--- src/rtl/bus_master.sv ---
// Initiator for the shared 4-slave bus: command FIFO feeding a registered write/read FSM.
// Optional BUS_MASTER_SEL_ERR_EN adds rsp_err/wr_err and suppresses strobes for out-of-range slaves.
module bus_master #(
   parameter int ADDR_WIDTH       = 3,
   parameter int DATA_WIDTH       = 8,
   parameter int MAX_NO_OF_SLAVES = 4,
   parameter int NO_OF_SLAVES     = 2,
   parameter int CMD_DEPTH        = 4
) (
   input  logic                        clk,
   input  logic                        rst_n,
   input  logic                        cmd_valid,
   output logic                        cmd_ready,
   input  logic                        cmd_write,
   input  logic [1:0]                  cmd_sel,
   input  logic [ADDR_WIDTH-1:0]       cmd_addr,
   input  logic [DATA_WIDTH-1:0]       cmd_wdata,
   output logic                        rsp_valid,
   input  logic                        rsp_ready,
   output logic [DATA_WIDTH-1:0]       rsp_rdata,
   output logic                        busy,
   output logic [ADDR_WIDTH-1:0]       addr,
   output logic [DATA_WIDTH-1:0]       wdata,
   output logic                        rd,
   output logic                        wr,
   output logic [MAX_NO_OF_SLAVES-1:0] en,
   input  logic [DATA_WIDTH-1:0]       m_rdata
`ifdef BUS_MASTER_SEL_ERR_EN
   ,
   output logic                        rsp_err,
   output logic                        wr_err
`endif
);

   localparam int PW = $clog2(CMD_DEPTH);
   localparam int CW = PW + 1;
   localparam logic [2:0] SEL_LIMIT = 3'(NO_OF_SLAVES);

   typedef enum logic [2:0] {IDLE, WR, RD_ADDR, RD_DATA, RSP_WAIT} state_t;

   state_t state;

   logic                  fifo_write [CMD_DEPTH];
   logic [1:0]            fifo_sel   [CMD_DEPTH];
   logic [ADDR_WIDTH-1:0] fifo_addr  [CMD_DEPTH];
   logic [DATA_WIDTH-1:0] fifo_wdata [CMD_DEPTH];

   logic [PW-1:0] wr_ptr;
   logic [PW-1:0] rd_ptr;
   logic [CW-1:0] count;

   logic full;
   logic empty;
   logic push;
   logic pop;

   logic                        head_write;
   logic [1:0]                  head_sel;
   logic [ADDR_WIDTH-1:0]       head_addr;
   logic [DATA_WIDTH-1:0]       head_wdata;
   logic                        sel_ok;
   logic [MAX_NO_OF_SLAVES-1:0] head_en;

   assign full      = (count == CW'(CMD_DEPTH));
   assign empty     = (count == '0);
   assign cmd_ready = !full;
   assign push      = cmd_valid && cmd_ready;
   assign pop       = (state == IDLE) && !empty;
   assign busy      = !empty || (state != IDLE);

   assign head_write = fifo_write[rd_ptr];
   assign head_sel   = fifo_sel[rd_ptr];
   assign head_addr  = fifo_addr[rd_ptr];
   assign head_wdata = fifo_wdata[rd_ptr];
   assign sel_ok     = ({1'b0, head_sel} < SEL_LIMIT);
   assign head_en    = sel_ok ? (MAX_NO_OF_SLAVES'(1) << head_sel) : '0;

   // Storage needs no reset: occupancy is tracked solely by count.
   always_ff @(posedge clk) begin
      if (push) begin
         fifo_write[wr_ptr] <= cmd_write;
         fifo_sel[wr_ptr]   <= cmd_sel;
         fifo_addr[wr_ptr]  <= cmd_addr;
         fifo_wdata[wr_ptr] <= cmd_wdata;
      end
   end

   always_ff @(posedge clk or negedge rst_n) begin
      if (!rst_n) begin
         wr_ptr <= '0;
         rd_ptr <= '0;
         count  <= '0;
      end else begin
         if (push) wr_ptr <= wr_ptr + 1'b1;
         if (pop)  rd_ptr <= rd_ptr + 1'b1;
         case ({push, pop})
            2'b10:   count <= count + 1'b1;
            2'b01:   count <= count - 1'b1;
            default: count <= count;
         endcase
      end
   end

   always_ff @(posedge clk or negedge rst_n) begin
      if (!rst_n) begin
         state     <= IDLE;
         rd        <= 1'b0;
         wr        <= 1'b0;
         en        <= '0;
         addr      <= '0;
         wdata     <= '0;
         rsp_valid <= 1'b0;
         rsp_rdata <= '0;
`ifdef BUS_MASTER_SEL_ERR_EN
         rsp_err   <= 1'b0;
         wr_err    <= 1'b0;
`endif
      end else begin
         case (state)
            IDLE: begin
               if (!empty) begin
                  if (head_write) begin
`ifdef BUS_MASTER_SEL_ERR_EN
                     if (sel_ok) begin
                        wr    <= 1'b1;
                        en    <= head_en;
                        addr  <= head_addr;
                        wdata <= head_wdata;
                     end else begin
                        wr_err <= 1'b1;
                     end
`else
                     wr    <= 1'b1;
                     en    <= head_en;
                     addr  <= head_addr;
                     wdata <= head_wdata;
`endif
                     state <= WR;
                  end else begin
`ifdef BUS_MASTER_SEL_ERR_EN
                     // Bad slave index: skip the bus entirely and answer with an error.
                     if (sel_ok) begin
                        rd    <= 1'b1;
                        en    <= head_en;
                        addr  <= head_addr;
                        state <= RD_ADDR;
                     end else begin
                        rsp_rdata <= '0;
                        rsp_err   <= 1'b1;
                        rsp_valid <= 1'b1;
                        state     <= RSP_WAIT;
                     end
`else
                     rd    <= 1'b1;
                     en    <= head_en;
                     addr  <= head_addr;
                     state <= RD_ADDR;
`endif
                  end
               end
            end
            WR: begin
               wr    <= 1'b0;
               en    <= '0;
               addr  <= '0;
               wdata <= '0;
`ifdef BUS_MASTER_SEL_ERR_EN
               wr_err <= 1'b0;
`endif
               state <= IDLE;
            end
            RD_ADDR: begin
               rd    <= 1'b0;
               state <= RD_DATA;
            end
            RD_DATA: begin
               rsp_rdata <= m_rdata;
               rsp_valid <= 1'b1;
               en        <= '0;
               addr      <= '0;
`ifdef BUS_MASTER_SEL_ERR_EN
               rsp_err   <= 1'b0;
`endif
               state     <= RSP_WAIT;
            end
            RSP_WAIT: begin
               if (rsp_ready) begin
                  rsp_valid <= 1'b0;
                  state     <= IDLE;
               end
            end
            default: state <= IDLE;
         endcase
      end
   end

endmodule

--- config.mk ---
export PLATFORM = sky130hd
export DESIGN_NAME = bus_master
export DESIGN_NICKNAME = d
export VERILOG_FILES = /design/src/rtl/bus_master.sv
export SDC_FILE = /design/constraint.sdc
export NUM_CORES = 1
export LEC_CHECK = 0
export ABC_CLOCK_PERIOD_IN_PS = 2220
export BUFFER_PORTS_ARGS = -buffer_cell sky130_fd_sc_hd__buf_2
export CORE_MARGIN = 2
export CORE_UTILIZATION = 51
export CTS_CLUSTER_SIZE = 25
export DETAILED_ROUTE_END_ITERATION = 16
export PLACE_DENSITY = 0.86
export SYNTH_ARGS = -nofsm -noshare
export SYNTH_HDL_FRONTEND = slang
export SYNTH_SLANG_ARGS = --single-unit
--- constraint.sdc ---
create_clock -name clk -period 2.22 [get_ports clk]
set_clock_uncertainty 0.2 [all_clocks]
set_input_delay 0.111 -clock clk [delete_from_list [all_inputs] [get_ports clk]]
set_output_delay 0.111 -clock clk [all_outputs]
set_load 0.01 [all_outputs]
==> implementation parameters <==
Parameter                              Value

STA
  Worst hold margin    0.180 ns
  Setup_tns    0 ns
  Number of pins with negative max-slew slack in the final report    0
  Final critical path time including I/O delays and setup    between 2 and 2.5 ns
  Transition time at the pin with the least slew margin    around 0.80 ns
  Setup-failing EPs final    0
  Final clock period utilization by the worst path    0.993
  Final hold violation count    0
  Fmax    0.454 GHz
  Worst slew margin    0.466
  RSZ-0062 raised after global routing    yes
  Fin worst setup slack    0.0161 ns

Clock tree
  Buffer cell driving the clock tree root    clkbuf_8
  TritonCTS clock tree    done
  Register clock-pin slew on the reported worst setup and hold paths    roughly 0.09 ns
  Number of buffers on the longest clock path    2
  Inserted Clock Buffers    9
  Latest clock arrival within the worst-skew pair    around 0.35 ns
  Total number of H-tree levels    3
  Sinks on Clock Net    92

Logic synthesis
  Area fraction in and, or, nand and nor cells after synthesis    0.0717
  Flops & latches, synth    92
  Main combinational cell family by area after synthesis    multiplexers
  Number of enable flip-flop cells after synthesis    56
  Distinct cell type count of the synthesized netlist    35
  Fraction of the yosys area taken by sequential cells    0.711
  Post-Synth Adder-Cell Area    0.0227
  Synthesized area per cell    between 15 and 20 µm²
  Largest cells by area after synthesis    edfxtp_1 (46%), dfrtp_1 (25%), mux4_2 (8.7%)
  Top cell type by total area after synthesis    edfxtp_1
  Share of the synthesized area in the top cell type    0.463
  Xor/xnor cell area share of the yosys netlist    0.0145
  Complex-gate fraction of the synthesized area    0.0396
  Gate Count Post-Synth    216
  Synthesis warning total    0
  Post-Synthesis Net Count    ~250
  Proportion of synthesized flip-flops having asynchronous set or reset    0.391
  Mux share of post-synthesis cell area    0.118
  Cell Area, Synth    3630 µm²
  Dominant register cell in the synthesized netlist    edfxtp_1

Layout
  Total of fill cells in the finished design    a little under 500
  Layout cell share with drive strength beyond 1    0.400
  Final non-filler cell total    around 420
  Number of nets in the finished design    ~350
  Number of antenna diodes    0
  Register area    approximately 2600 µm²
  Multi-input gate area in the final layout    between 1000 and 1500 µm²
  Area of all placed cells without fillers    approximately 4600 µm²
  P&R area growth vs syn    26.2%
  Final core utilization    0.671

Placed design
  Total placed cells including tap cells    between 300 and 400
  Weighted congestion at the end of routability-driven global placement    0.819
  IO buf count    53
  Dpl cell area    a little over 4000 µm²
  Worst setup slack after placement    around 0.052 ns
  Final HPWL DP    ~4.5 mm

Setup path
  Data required time at the worst endpoint    about 2.3 ns
  Crit-path max FO    3
  Setup slack on the worst flop-to-flop path    approximately 0.016 ns
  CP peak stage delay    0.43 ns
  Arrival time worst endpoint    2.24 ns
  Kind of start point of the critical path    register
  Worst Setup End Kind    register
  Category of the critical setup timing path    register to register
  Cells traversed along the worst timing path    or3b_4 > and2_4 > inv_2 > ha_4 > fa_2 > mux2_2
  Cell at the slowest stage of the critical path    dfrtp_1

Floorplanning
  Placeable core area    roughly 7000 µm²
  Effective utilization at floorplan    0.532
  Die width    88.4 µm
  Die area    7810 µm²
  Chip height    between 80 and 90 µm
  Ports placed on the boundary    54
  Row cnt    30

Route
  Final routed DRC violation total    0
  Overall via count from detail_route    between 2k and 2.5k
  Violation count after the first detailed-route iteration    73
  Wire length after detailed routing    just over 7 mm
  Antenna-violating nets left    0
  DRT Pass-1 Iters    4
  Routed wirelength normalized by instance count    between 15 and 20 µm
  Per-cell via count in the routed design    approximately 5.3

Pwr
  Post-layout total power    between 6 and 7 mW
  Worst-case vdd ir drop    approximately 0.00053 V
  Leakage dissipation    about 1.9 nW
  Power density over the cells    approximately 1300 nW/µm²

GRT
  First-pass GRT wire length    between 10 and 15 mm
  Global routing usage summed across all routing layers    0.188
  Initial antenna violation count    0
  Pin count of the biggest net entering global routing    37
  Via count of the first global-routing pass    2153
  Total global routing overflow    0

Status
  Status    completed

Flow run
  Total of max-cap violations    0

Hold path
  Worst hold path class    input port to asynchronous set/reset pin
## kinds of logic after synthesis
group / Yosys count
multiplexers: 24
adder cells (fa/ha/maj): 6
flip-flops: 92
AND/OR/NAND/NOR: 47
buffers and inverters: 17
XOR/XNOR: 6
AO/OA/AOI/OAI: 24
## flip-flops by register name (all words and copies together), names as in the netlist
| name | flops |
|---|---|
| addr | 3 |
| count | 3 |
| en | 4 |
| fifo_addr | 12 |
| fifo_sel | 8 |
| fifo_wdata | 32 |
| fifo_write | 4 |
| rd | 1 |
| rd_ptr | 2 |
| rsp_rdata | 8 |
| rsp_valid | 1 |
| state | 3 |
| wdata | 8 |
| wr | 1 |
| wr_ptr | 2 |
## synth_stat cells, types with 3 or more instances
cell type,instances
o21ai_1,8
nand2_1,11
and3_1,7
o21ai_0,3
mux2_2,10
clkbuf_1,7
xnor2_1,5
buf_2,3
nor2_1,4
nand3_1,4
ha_1,5
edfxtp_1,56
a21oi_1,6
mux4_2,14
dfrtp_1,36
nand4_1,8
inv_1,5
## final cells by class
type,count,share of cell area
clock buffer,9,0.0270
multi-input combinational,107,0.220
clock inverter,7,0.0109
sequential,92,0.564
timing repair buffer,100,0.148
tap,96,0.0262
inverter,5,0.00409
## where the power goes
group	switching (mW)	internal, mW	total [mW]
Combinational	1.23	1.23	2.46
Clock	0.582	0.410	0.991
Sequential	0.267	2.34	2.60
## worst max-delay path: cells and delay by family, from the launching register on
kind,cells,cell delay [ns]
muxes,1,0.27
adders and majority gates,2,0.54
DFF,1,0.43
and+or+nand+nor,2,0.58
buffers and inverters,1,0.06
## path summary, 6_finish.rpt
| check | from | endpoint | depth (start not counted) |
|---|---|---|---|
| hold reg to reg | wr | wr | 1 |
| hold / removal | rst_n | rsp_rdata[5] | 2 |
| setup / recovery | count[0] | count[1] | 6 |
| setup reg to reg | count[0] | count[1] | 6 |
| max in group asynchronous | rst_n | count[1] | 2 |
| min in group clk | wr | wr | 1 |
## cell usage in the layout (no fill, tap or decap), drive strengths merged, types with 2 or more instances in the layout
cell	n
a21oi	6
a31o	2
and3	7
buf	75
clkbuf	9
clkinv	2
clkinvlp	3
dfrtp	36
dlygate4sd3	25
edfxtp	56
ha	5
inv	7
mux2	10
mux4	14
nand2	11
nand3	4
nand4	8
nor2	4
nor3	3
nor4	2
o21a	2
o21ai	11
or3	2
or3b	2
xnor2	5
## layer usage
| metal | global-route usage | vias to the layer above | routed length [µm] |
|---|---|---|---|
| met3 | 0.0420 | 11 | 241 |
| met4 | 0.0661 | 0 | 97 |
| met1 | 0.251 | 1107 | 3040 |
| met2 | 0.308 | 62 | 3660 |
| met5 | 0 | - | 0 |
| li1 | - | 1020 | - |
## repair_timing
action,CTS,global route
hold buffers,25,0
endpoints found under the hold margin,103,0
resized for setup,0,4
setup endpoints to repair,0,2
setup buffers,0,5
Note: power is estimated with default switching activity, not from simulation.
